<file path="src/rtl/sa_pkg.sv">
// sa_pkg: types and defaults shared by the systolic-array operand feeder and the array itself.
//   sa_feed_state_t : feeder FSM state (load tile, clear array, feed skewed operands, done pulse)
//   DefaultWidth    : default signed operand width
//   DefaultN        : default array dimension
//   feed_cycles()   : length of the FEED phase for a given K, N and PE latency
package sa_pkg;

    localparam int unsigned DefaultWidth = 8;
    localparam int unsigned DefaultN     = 2;

    typedef enum logic [1:0] {
        StLoad,
        StClear,
        StFeed,
        StDone
    } sa_feed_state_t;

    // The last operand reaches PE(N-1,N-1) at t = K-1 + 2(N-1); PE_LAT more cycles settle acc_out.
    function automatic int unsigned feed_cycles(input int unsigned k, input int unsigned n,
                                                input int unsigned pe_lat);
        return k + 2 * n - 2 + pe_lat;
    endfunction

endpackage

</file>
<file path="src/rtl/sa_tile_buf.sv">
// sa_tile_buf: K-deep operand buffer for one tile, with a diagonally skewed read.
//   clk          : clock, rising edge
//   wr_en        : write beat wr_idx
//   wr_idx       : beat index 0..K-1
//   wr_a, wr_b   : column k of A, row k of B
//   t            : feed cycle index
//   rd_a[i]      : A[i][t-i] when 0 <= t-i < K, else 0
//   rd_b[j]      : B[t-j][j] when 0 <= t-j < K, else 0
module sa_tile_buf
    import sa_pkg::*;
#(
    parameter int unsigned WIDTH = DefaultWidth,
    parameter int unsigned N     = DefaultN,
    parameter int unsigned K     = 4,
    parameter int unsigned TW    = 4,
    parameter int unsigned BW    = 3
) (
    input  logic                      clk,
    input  logic                      wr_en,
    input  logic [BW-1:0]             wr_idx,
    input  logic [N-1:0][WIDTH-1:0]   wr_a,
    input  logic [N-1:0][WIDTH-1:0]   wr_b,
    input  logic [TW-1:0]             t,
    output logic [N-1:0][WIDTH-1:0]   rd_a,
    output logic [N-1:0][WIDTH-1:0]   rd_b
);

    localparam int unsigned AW = (K > 1) ? $clog2(K) : 1;

    logic [N-1:0][WIDTH-1:0] a_mem [K];
    logic [N-1:0][WIDTH-1:0] b_mem [K];

    // No reset: every entry is rewritten before the tile that uses it is fed.
    always_ff @(posedge clk) begin
        if (wr_en) begin
            a_mem[AW'(wr_idx)] <= wr_a;
            b_mem[AW'(wr_idx)] <= wr_b;
        end
    end

    // Row i / column j lags by i / j cycles; test t >= i before subtracting.
    always_comb begin
        for (int i = 0; i < int'(N); i++) begin
            rd_a[i] = '0;
            rd_b[i] = '0;
            if (int'(t) >= i && (int'(t) - i) < int'(K)) begin
                rd_a[i] = a_mem[AW'(int'(t) - i)][i];
                rd_b[i] = b_mem[AW'(int'(t) - i)][i];
            end
        end
    end

endmodule

</file>
<file path="src/rtl/sa_feeder.sv">
// sa_feeder: operand feeder for an N x N output-stationary systolic array.
// Buffers K beats (column k of A, row k of B), clears the array, then feeds the skewed
// operands for F = K+2N-2+PE_LAT cycles and pulses done once acc_out is final.
//   clk, rst     : clock, synchronous active-high reset
//   in_valid     : load beat valid
//   in_ready     : feeder accepts a beat (LOAD state)
//   in_a, in_b   : in_a[i] = A[i][k], in_b[j] = B[k][j]
//   sa_rst_n     : array clear, active-low (CLEAR state or rst)
//   sa_en        : array enable (FEED state)
//   sa_a, sa_b   : array a_in / b_in, zero outside FEED
//   busy         : not in LOAD
//   done         : one-cycle pulse, acc_out holds C = A*B
module sa_feeder
    import sa_pkg::*;
#(
    parameter int unsigned WIDTH  = DefaultWidth,
    parameter int unsigned N      = DefaultN,
    parameter int unsigned K      = 4,
    parameter int unsigned PE_LAT = 1
) (
    input  logic                      clk,
    input  logic                      rst,
    input  logic                      in_valid,
    output logic                      in_ready,
    input  logic [N-1:0][WIDTH-1:0]   in_a,
    input  logic [N-1:0][WIDTH-1:0]   in_b,
    output logic                      sa_rst_n,
    output logic                      sa_en,
    output logic [N-1:0][WIDTH-1:0]   sa_a,
    output logic [N-1:0][WIDTH-1:0]   sa_b,
    output logic                      busy,
    output logic                      done
);

    localparam int unsigned F  = feed_cycles(K, N, PE_LAT);
    localparam int unsigned TW = $clog2(F + 1);
    localparam int unsigned BW = $clog2(K + 1);

    localparam logic [TW-1:0] TLast    = TW'(F - 1);
    localparam logic [BW-1:0] BeatLast = BW'(K - 1);

    sa_feed_state_t          state_q;
    logic [BW-1:0]           beat_q;
    logic [TW-1:0]           t_q;
    logic                    in_ready_q;
    logic                    busy_q;
    logic                    done_q;
    logic                    sa_en_q;
    logic                    wr_en;
    logic [N-1:0][WIDTH-1:0] rd_a;
    logic [N-1:0][WIDTH-1:0] rd_b;

    assign wr_en = in_valid && in_ready_q;

    always_ff @(posedge clk) begin
        if (rst) begin
            state_q    <= StLoad;
            beat_q     <= '0;
            t_q        <= '0;
            in_ready_q <= 1'b1;
            busy_q     <= 1'b0;
            done_q     <= 1'b0;
            sa_en_q    <= 1'b0;
        end else begin
            unique case (state_q)
                StLoad: begin
                    if (wr_en) begin
                        if (beat_q == BeatLast) begin
                            beat_q     <= '0;
                            state_q    <= StClear;
                            in_ready_q <= 1'b0;
                            busy_q     <= 1'b1;
                        end else begin
                            beat_q <= beat_q + 1'b1;
                        end
                    end
                end
                StClear: begin
                    state_q <= StFeed;
                    t_q     <= '0;
                    sa_en_q <= 1'b1;
                end
                StFeed: begin
                    if (t_q == TLast) begin
                        state_q <= StDone;
                        sa_en_q <= 1'b0;
                        done_q  <= 1'b1;
                    end else begin
                        t_q <= t_q + 1'b1;
                    end
                end
                StDone: begin
                    state_q    <= StLoad;
                    done_q     <= 1'b0;
                    busy_q     <= 1'b0;
                    in_ready_q <= 1'b1;
                end
                default: begin
                    state_q <= StLoad;
                end
            endcase
        end
    end

    sa_tile_buf #(
        .WIDTH (WIDTH),
        .N     (N),
        .K     (K),
        .TW    (TW),
        .BW    (BW)
    ) u_tile_buf (
        .clk    (clk),
        .wr_en  (wr_en),
        .wr_idx (beat_q),
        .wr_a   (in_a),
        .wr_b   (in_b),
        .t      (t_q),
        .rd_a   (rd_a),
        .rd_b   (rd_b)
    );

    assign in_ready = in_ready_q;
    assign busy     = busy_q;
    assign done     = done_q;
    assign sa_en    = sa_en_q;
    // Clear follows rst directly so the array resets in the same cycle as the feeder.
    assign sa_rst_n = !(rst || state_q == StClear);
    assign sa_a     = (state_q == StFeed) ? rd_a : '0;
    assign sa_b     = (state_q == StFeed) ? rd_b : '0;

endmodule

</file>
<file path="config.mk">
export PLATFORM = sky130hd
export DESIGN_NAME = sa_feeder
export DESIGN_NICKNAME = d
export VERILOG_FILES = /design/src/rtl/sa_pkg.sv /design/src/rtl/sa_tile_buf.sv /design/src/rtl/sa_feeder.sv
export SDC_FILE = /design/constraint.sdc
export NUM_CORES = 1
export LEC_CHECK = 0
export ABC_AREA = 0
export CORE_MARGIN = 2
export CORE_UTILIZATION = 47
export CTS_BUF_LIST = sky130_fd_sc_hd__clkbuf_8
export DETAILED_ROUTE_END_ITERATION = 7
export PLACE_DENSITY = 0.69
export REMOVE_ABC_BUFFERS = 1
export SLEW_MARGIN = 20
export SYNTH_ARGS = -nofsm -noshare
export SYNTH_HDL_FRONTEND = slang
export SYNTH_SLANG_ARGS = --single-unit
</file>
<file path="constraint.sdc">
create_clock -name clk -period 4.47 [get_ports clk]
set_clock_uncertainty 0.15 [all_clocks]
set_input_delay 0.894 -clock clk [delete_from_list [all_inputs] [get_ports clk]]
set_output_delay 0.894 -clock clk [all_outputs]
set_load 0.05 [all_outputs]
</file>
### Word-level counts from Yosys, hierarchy flattened

Memories as Yosys holds them, arrays and structs flattened. A register that Yosys moved wholly into a read port is not among the register bits.
Index checks and enable logic that the tools add are counted.

* add/subtract/negate cells: 3
* equality and inequality tests: 9
* muxes and demuxes: 29
* order comparisons: 3
* reductions and logical operators: 14

Operators with widths (number)
* < comparator 32 x 4 -> 1 bit (second input constant): 1
* two-way mux 16 bit: 2
* two-way mux 8 bit: 4
* two-way mux 2 bit: 7
* two-way mux 1 bit: 8
* one-hot mux 1 bit (2 select lines): 4
* one-hot mux 2 bit (4 select lines): 1
* AND reduction 2 bit: 4
* adder 3 x 1 -> 3 bit (second input constant): 2
* two-way mux 3 bit: 2
* inequality test 2 bit (second input constant): 3
* one-hot mux 3 bit (2 select lines): 1
* AND reduction 3 bit: 2
* nonzero test 2 bit: 3
* == test 2 bit (second input constant): 2
* subtractor 3 x 1 -> 4 bit (second input constant): 1
* == test 3 x 2 -> 1 bit (second input constant): 1
* == test 3 bit (second input constant): 1
* >= comparator 3 x 1 -> 1 bit (second input constant): 1
* < comparator 3 bit (second input constant): 1
* == test 2 x 1 -> 1 bit (second input constant): 1
* logical AND 1 bit: 2
* zero test 2 bit: 1
* inequality test 2 x 1 -> 1 bit (second input constant): 1
* other kinds (2): 2

* register bits: 12
* memories: 2
* word-level logic and storage cells: 67
* memory bits (writable): 128
* output and inout port bits: 37

Memory list
* u_tile_buf.a_mem: depth 4, bits a word 16, rd ports 2, clocked after Yosys merged registers in 1, write ports 1, line sa_tile_buf.sv:30 `logic [N-1:0][WIDTH-1:0] a_mem [K];`
* u_tile_buf.b_mem: depth 4, bits a word 16, rd ports 2, clocked after Yosys merged registers in 1, write ports 1, line sa_tile_buf.sv:31 `logic [N-1:0][WIDTH-1:0] b_mem [K];`

### Depth between registers and ports, before layout

Gate-level depths: netlist of run 1.

* depth in word-level cells: 5
* depth in mapped cells: 9

### Hierarchy

A second synthesis of run 1 with hierarchy kept.

* cell total of the unflattened synthesis: 322
* area total of the unflattened synthesis: 5805.6 um^2

Modules (own cells, without submodules)
* sa_tile_buf: area an instance 4967.3 um^2, sequential area each 3843.7 um^2, cells each 217, times used 1
* sa_feeder: area an instance 838.3 um^2, sequential area each 240.2 um^2, cells each 105, times used 1

### Worst setup path before layout of run 1

Ideal clock, no wire load.

* kind: register to output
* from: register t_q[0]
* to: output port sa_a[10] (netlist name)
* cell stages (with the launch flop): 9
* arrival time: 2.331 ns
* setup slack: 1.095 ns
* path buffers: 3
* cell sequence: dfxtp_1 > buf_6 > buf_6 > inv_1 > ha_1 > ha_1 > o221ai_1 > buf_2 > nor2b_1

RTL lines
* start, declared: line sa_feeder.sv:44 `logic [TW-1:0] t_q;`
* start signal, assigned: line sa_feeder.sv:89 `t_q <= t_q + 1'b1;`
* end, declared: line sa_feeder.sv:29 `output logic [N-1:0][WIDTH-1:0] sa_a,`

==> results by group, run 1 <==
Worst setup path
  – Crit Path Class: flop to output pin
  – Crit path max fanout: 19
  – Slowest CP cell: sky130_fd_sc_hd__clkdlybuf4s50_1
  – Crit path cell chain: inv_1 > ha_1 > and3_1 > clkdlybuf4s50_1
  – Required time worst endpoint: 3430 ps
  – Critical path capture point type: output pin
  – FF-to-FF setup slack: 2200 ps
  – FF-to-FF path depth: 6
  – FF-to-FF Start: state_q[0]
  – Crit path max-delay family: buffers and inverters
  – Count of buffer and inverter cells on the critical path: 2
  – Critical Path Max Stage Delay: 810 ps
  – Crit path launch type: flop
  – Critical Path AT: 2650 ps

Timing
  – Final setup violation count: 0
  – Clock period minus worst slack: 3700 ps
  – Pins over their slew limit: 0
  – Setup repair after global routing missed its margin: false
  – Worst-case headroom to the max-slew limit: 38.5%
  – Worst-Margin Slew: 923 ps
  – Final worst path period share: 82.7%
  – Sum Neg Setup Slack: 0 ps
  – Number of hold violations in the final report: 0
  – F_max: 0.270 GHz
  – Final Hold Slack: 306 ps

GRT
  – Initial antenna violation count: 0
  – Total global routing track utilization: 16.6%
  – Maximum number of pins on one net before global-route repair: 34
  – First-pass GRT wire length: 15,500 µm
  – Global route overflow: 0
  – Via count of the first global-routing pass: 2,919

Cells and area
  – Signed area change from the synthesized netlist to the final layout: 19.8%
  – Sequential cell area: 4120 µm²
  – Footprint of the multi-input gates: 1420 µm²
  – Final core area utilization: 57.0%
  – Fill cell count: 938
  – Diodes inserted: 0
  – Final net count: 423
  – Share of post-route cells with drive strength above 1: 19.1%

Yosys
  – Flop and latch count out of synthesis: 142
  – Number of library cell types mapped by synthesis: 32
  – Synth Instances: 293
  – Combined area of all synthesized cells: 5660 µm²
  – Synth warn: 0
  – Mean post-synth cell area: 19.3 µm²
  – Portion of the post-synthesis area used by sequential elements: 72.8%

Clock tree
  – H-tree depth: 4
  – TritonCTS clock tree: yes
  – Number of post-CTS setup repair buffers: 0
  – CTS Buf Count: 17
  – Number of sinks on the clock net: 142
  – Resized cells post-CTS: 0
  – Clock-pin slew on the worst setup and hold paths: 80 ps
  – Clock latency on the worst-skew pair: 430 ps
  – Cts-stage hold buffer count: 0
  – Clock buffer depth: 2
  – Buffer type at the clock tree root: sky130_fd_sc_hd__clkbuf_8

Detailed routing
  – Number of vias per cell after detailed routing: 5.40
  – Post-detailed-routing wire length: 10,100 µm
  – Routed length per instance: 18.9 µm
  – Final antenna-violating net count: 0
  – 1st-iter DRT viols: 135
  – Residual DRC count: 0
  – Detailed-routing iteration count for the pre-antenna-repair pass: 4
  – Vias after detailed routing: 2,881

Place
  – Post-DP HPWL: 5880 µm
  – Weighted congestion at the end of routability-driven global placement: 0.724
  – IO Port Bufs: 71

Die
  – Core Box Area: 11,900 µm²
  – Number of placed I/O pins: 72
  – Die boundary height: 114 µm
  – Die Span X: 114 µm
  – Number of rows in the core area: 40
  – Starting Density: 47.6%
  – Total Die Area: 12,900 µm²

Power
  – Leak pwr: 0.00235 µW
  – Worst voltage drop across the vdd grid: 0.218 mV
  – Power per cell area: 419 nW/µm²

Min path
  – Startpoint of the lowest-slack hold path: beat_q[2]
  – Class of the most critical hold timing path: flop to flop
  – Worst-case hold path end point: beat_q[2]
  – Worst hold stages: 2

Outcome
  – Run status: finished clean

Run
  – Max Cap Viol: 0
==> layout make-up <==
class,count,area share (%)
multi-input combinational,128,20.9
clock inverter,15,1.31
sequential,142,60.8
inverter,10,0.553
timing repair buffer,75,10.3
tap,147,2.71
clock buffer,17,3.45
==> worst min-delay path: stages (launching register included) <==
cell,delay (ps)
sky130_fd_sc_hd__dfxtp_1,320
sky130_fd_sc_hd__nand2_1,60
sky130_fd_sc_hd__a21oi_1,40
==> cell usage after synthesis, drive strengths merged <==
cell     number  share of area (%)
edfxtp      128                 68
mux4         32                 13
and3         21                2.3
dfxtp        14                4.9
ha           14                3.1
nor2b        14                1.5
nand2        11               0.73
inv          10               0.66
a21oi         8               0.71
buf           8                1.3
clkbuf        5               0.33
nand3         5               0.44
and2b         3               0.40
nand2b        3               0.33
nor2          3               0.20
a211oi        1               0.13
a21bo         1               0.18
a21boi        1               0.13
a221o         1               0.18
a221oi        1               0.15
a2bb2oi       1               0.15
a31oi         1               0.11
and4b         1               0.18
mux2i         1               0.18
nor3          1              0.088
o21ai         1              0.088
o21bai        1               0.13
o221ai        1               0.15
o311ai        1               0.15
==> report_power, final <==
| group | internal (µW) | switching [µW] | total [µW] |
|---|---|---|---|
| clock network | 415 | 435 | 850 |
| logic | 161 | 231 | 391 |
| registers | 1570 | 30.1 | 1600 |
==> metrics by stage <==
step | cell area (µm²) | setup slack, ps | std cells | total power [µW]
floorplan | 5570 | 594 | 280 | 1880
global placement | 6460 | 948 | 502 | 2010
detailed placement | 6460 | 960 | 502 | 2030
CTS | 6780 | 728 | 534 | 2870
global route | 6780 | 616 | 534 | 2960
finish | 6780 | 772 | 534 | 2840
==> layer usage <==
layer / routed length, µm / up-vias / GRT usage [%]
met1: 4440 / 1472 / 21.0
met4: 90 / 0 / 6.34
met2: 5140 / 71 / 26.9
li1: - / 1332 / -
met3: 423 / 6 / 5.42
met5: 0 / - / 0
==> cells by family (layout without fill, tap and decap cells) <==
kind of cell	after synthesis	after routing	synth area share, %
buf+inv	23	117	2.30
simple gates	62	62	6.23
mux	33	33	13.3
compound gates	19	19	2.28
fa+ha+maj	14	14	3.09
flops	142	142	72.8
==> flip-flops by register name, summed over array words and instances, names as in the netlist, named ones only <==
register	cells
beat_q	3
busy	1
done	1
in_ready	1
sa_en	1
state_q	2
t_q	3
u_tile_buf.a_mem	64
u_tile_buf.b_mem	64
==> cells in the final DEF (no fill, tap or decap), types with 6 or more instances in the layout <==
cell type                         instances
sky130_fd_sc_hd__clkbuf_8                17
sky130_fd_sc_hd__buf_4                   20
sky130_fd_sc_hd__nand2_1                 11
sky130_fd_sc_hd__inv_1                   13
sky130_fd_sc_hd__mux4_2                  26
sky130_fd_sc_hd__a21oi_1                  8
sky130_fd_sc_hd__and3_1                  17
sky130_fd_sc_hd__clkinv_1                 6
sky130_fd_sc_hd__mux4_1                   6
sky130_fd_sc_hd__clkdlybuf4s50_1         55
sky130_fd_sc_hd__ha_1                    14
sky130_fd_sc_hd__edfxtp_1               128
sky130_fd_sc_hd__nor2b_1                 14
sky130_fd_sc_hd__dfxtp_1                 14
==> worst max-delay path by stage <==
stage               start        to  slack, ps  depth (start not counted)
2_1_floorplan      t_q[0]  sa_a[10]        590                          5
3_3_place_gp          rst  sa_rst_n        950                          3
3_5_place_dp          rst  sa_rst_n        960                          3
4_1_cts        state_q[0]   sa_a[7]        730                          4
5_1_grt        state_q[0]   sa_a[7]        620                          4
6_report       state_q[0]   sa_a[7]        770                          4
No activity file was read; power rests on OpenSTA's default activity.
==> run 2, diff against run 1 <==
--- a/config.mk
+++ b/config.mk
@@ -10,7 +10,7 @@
 export CORE_UTILIZATION = 47
 export CTS_BUF_LIST = sky130_fd_sc_hd__clkbuf_8
 export DETAILED_ROUTE_END_ITERATION = 7
-export PLACE_DENSITY = 0.69
+export PLACE_DENSITY = 0.72
 export REMOVE_ABC_BUFFERS = 1
 export SLEW_MARGIN = 20
 export SYNTH_ARGS = -nofsm -noshare
==> constraint.sdc (replaced) <==
create_clock -name clk -period 3 [get_ports clk]
set_clock_uncertainty 0.15 [all_clocks]
set_input_delay 0.6 -clock clk [delete_from_list [all_inputs] [get_ports clk]]
set_output_delay 0.6 -clock clk [all_outputs]
set_load 0.05 [all_outputs]
==> run 2 against run 1 <==
Combinational power up 61%; highest routed layer unchanged; non-clock buffer count up 11; critical path depth up 4; die area unchanged; worst hold slack worse by 9.5 ps; first-iteration DRC count up 30%.
==> results by group, run 2 (same netlist as run 1, synthesis figures left out) <==
Power
  – Fraction of power consumed by combinational cells: 13.6%
  – Switching fraction of total power: 23.9%
  – Leak pwr: 0.00249 µW
  – Pint: 3510 µW
  – Part of the power in the clock network: 34.8%
  – Net switching power: 1110 µW
  – Power per cell area: 659 nW/µm²
  – Worst voltage drop across the vdd grid: 0.341 mV
  – Part of the total power dissipated in sequential elements: 51.6%

Cells and area
  – Most common library cell in the layout ignoring fill and taps: sky130_fd_sc_hd__edfxtp_1
  – Fill cell count: 892
  – Commonest cells after routing, fill and taps aside: sky130_fd_sc_hd__edfxtp_1 (128), sky130_fd_sc_hd__buf_4 (40), sky130_fd_sc_hd__clkdlybuf4s50_1 (38), sky130_fd_sc_hd__mux4_2 (26)
  – Signed area change from the synthesized netlist to the final layout: 23.8%
  – Final net count: 434
  – Diodes inserted: 0
  – Share of post-route cells with drive strength above 1: 27.6%
  – Non-Filler Instances: 545
  – Sequential cell area: 4130 µm²
  – Footprint of the multi-input gates: 1420 µm²
  – Final design instance area without fill: 7010 µm²
  – Biggest registers after layout: u_tile_buf.a_mem x64, u_tile_buf.b_mem x64

Timing
  – Number of hold violations in the final report: 0
  – Final setup violation count: 0
  – Worst-Margin Slew: 491 ps
  – Worst-case headroom to the max-slew limit: 67.2%
  – Pins over their slew limit: 0
  – Clock period minus worst slack: 2920 ps
  – Post-layout worst setup margin: 76.8 ps
  – Setup repair after global routing missed its margin: false
  – Final worst path period share: 97.4%
  – Sum Neg Setup Slack: 0 ps
  – F_max: 0.342 GHz

Worst setup path
  – Required time worst endpoint: 2250 ps
  – Crit Path Class: flop to output pin
  – Crit path launch type: flop
  – Critical path capture point type: output pin
  – Crit path max fanout: 14
  – FF-to-FF setup slack: 1130 ps
  – Critical Path AT: 2170 ps

Run
  – Max Cap Viol: 0

Place
  – Post-place setup slack: 498 ps
  – Placed cell area: 6560 µm²
  – IO Port Bufs: 71
  – Weighted congestion at the end of routability-driven global placement: 0.718
  – Total placed cells including tap cells: 511
  – Post-DP HPWL: 6200 µm

Detailed routing
  – Residual DRC count: 0
  – Routed length per instance: 18.5 µm
  – Final antenna-violating net count: 0
  – Vias after detailed routing: 2,966
  – Number of vias per cell after detailed routing: 5.44
  – Detailed-routing iteration count for the pre-antenna-repair pass: 4
  – Post-detailed-routing wire length: 10,100 µm
  – 1st-iter DRT viols: 175

Clock tree
  – CTS Buf Count: 17
  – Cts-stage hold buffer count: 0
  – Number of sinks on the clock net: 142
  – TritonCTS clock tree: yes
  – H-tree depth: 4
  – Buffer type at the clock tree root: sky130_fd_sc_hd__clkbuf_8
  – Clock-pin slew on the worst setup and hold paths: 80 ps
  – Clock latency on the worst-skew pair: 440 ps
  – Clock buffer depth: 2

GRT
  – First-pass GRT wire length: 15,700 µm
  – Grt peak-use layer: met2
  – Met3 Resource Use GR: 5.31%
  – Met2 GRT Util: 27.3%
  – Initial antenna violation count: 0
  – Maximum number of pins on one net before global-route repair: 33
  – Global route overflow: 0
  – Total global routing track utilization: 16.6%
  – Via count of the first global-routing pass: 3,092
  – Met1 Track Usage GR: 20.9%

Die
  – Core Box Area: 11,900 µm²
  – Total Die Area: 12,900 µm²
  – Die boundary height: 114 µm
  – Number of placed I/O pins: 72
  – Number of rows in the core area: 40
  – Starting Density: 47.6%
  – Die Span X: 114 µm

Min path
  – Class of the most critical hold timing path: flop to flop

Outcome
  – Run status: finished clean
==> run 2: cell count changes in the layout (fill, tap and decap cells not counted), sizes merged <==
cell	before	now
bufinv	1	4
clkinvlp	0	1
buf	20	48
clkdlybuf4s50	55	38
inv	13	12
clkinv	11	8
==> run 2: worst paths after layout <==
path         cells after the start   endpoint       start
min reg2reg                      2  beat_q[2]   beat_q[2]
max reg2reg                      6     t_q[0]  state_q[0]
min                              2  beat_q[2]   beat_q[2]
max                              8   sa_a[15]      t_q[0]
==> run 2: per-layer routing <==
layer / part of all wire, % / wire, µm
met5: 0 / 0
met4: 1.8 / 177
met3: 4.7 / 473
met2: 50 / 5030
met1: 44 / 4390
==> run 2: per-stage QoR <==
step	hold WS, ps	util (%)	total power [µW]
CTS	296	58.7	4660
finish	296	58.9	4620
detailed placement	280	55.1	3060
global route	320	58.9	4800
floorplan	266	-	2800
global placement	280	55.1	3030
==> run 2: cell type report <==
type	instances	area share (%)
clock inverter	15	2.77
inverter	10	0.535
sequential	142	58.8
tap	147	2.62
clock buffer	17	3.34
timing repair buffer	86	11.7
multi-input combinational	128	20.2
==> run 2: power groups by stage <==
stage	clock (µW)	combinational [µW]	sequential [µW]
after global placement	0	617	2420
after floorplan	0	342	2460
after CTS	1640	635	2380
after detailed placement	0	633	2430
after global routing	1730	680	2400
final	1610	629	2380
==> run 2: worst max-delay path, cell delays in order, from the launching register on <==
cell and delay, ps:
sky130_fd_sc_hd__dfxtp_1 380, sky130_fd_sc_hd__inv_1 90, sky130_fd_sc_hd__ha_1 210, sky130_fd_sc_hd__ha_1 280
sky130_fd_sc_hd__o221ai_1 120, sky130_fd_sc_hd__buf_6 180, sky130_fd_sc_hd__buf_4 140, sky130_fd_sc_hd__nor2b_1 120
sky130_fd_sc_hd__buf_4 210
==> run 2: timing repair <==
action | in CTS | in global routing
endpoints found under the setup margin | 0 | 16
buffers inserted | 0 | 2
resized for setup | 0 | 3
==> run 3, diff against run 2 <==
--- a/config.mk
+++ b/config.mk
@@ -16,3 +16,4 @@
 export SYNTH_ARGS = -nofsm -noshare
 export SYNTH_HDL_FRONTEND = slang
 export SYNTH_SLANG_ARGS = --single-unit
+export TNS_END_PERCENT = 100
==> results of run 3 <==
Final layout, timing and power as in run 2 (identical DEF).
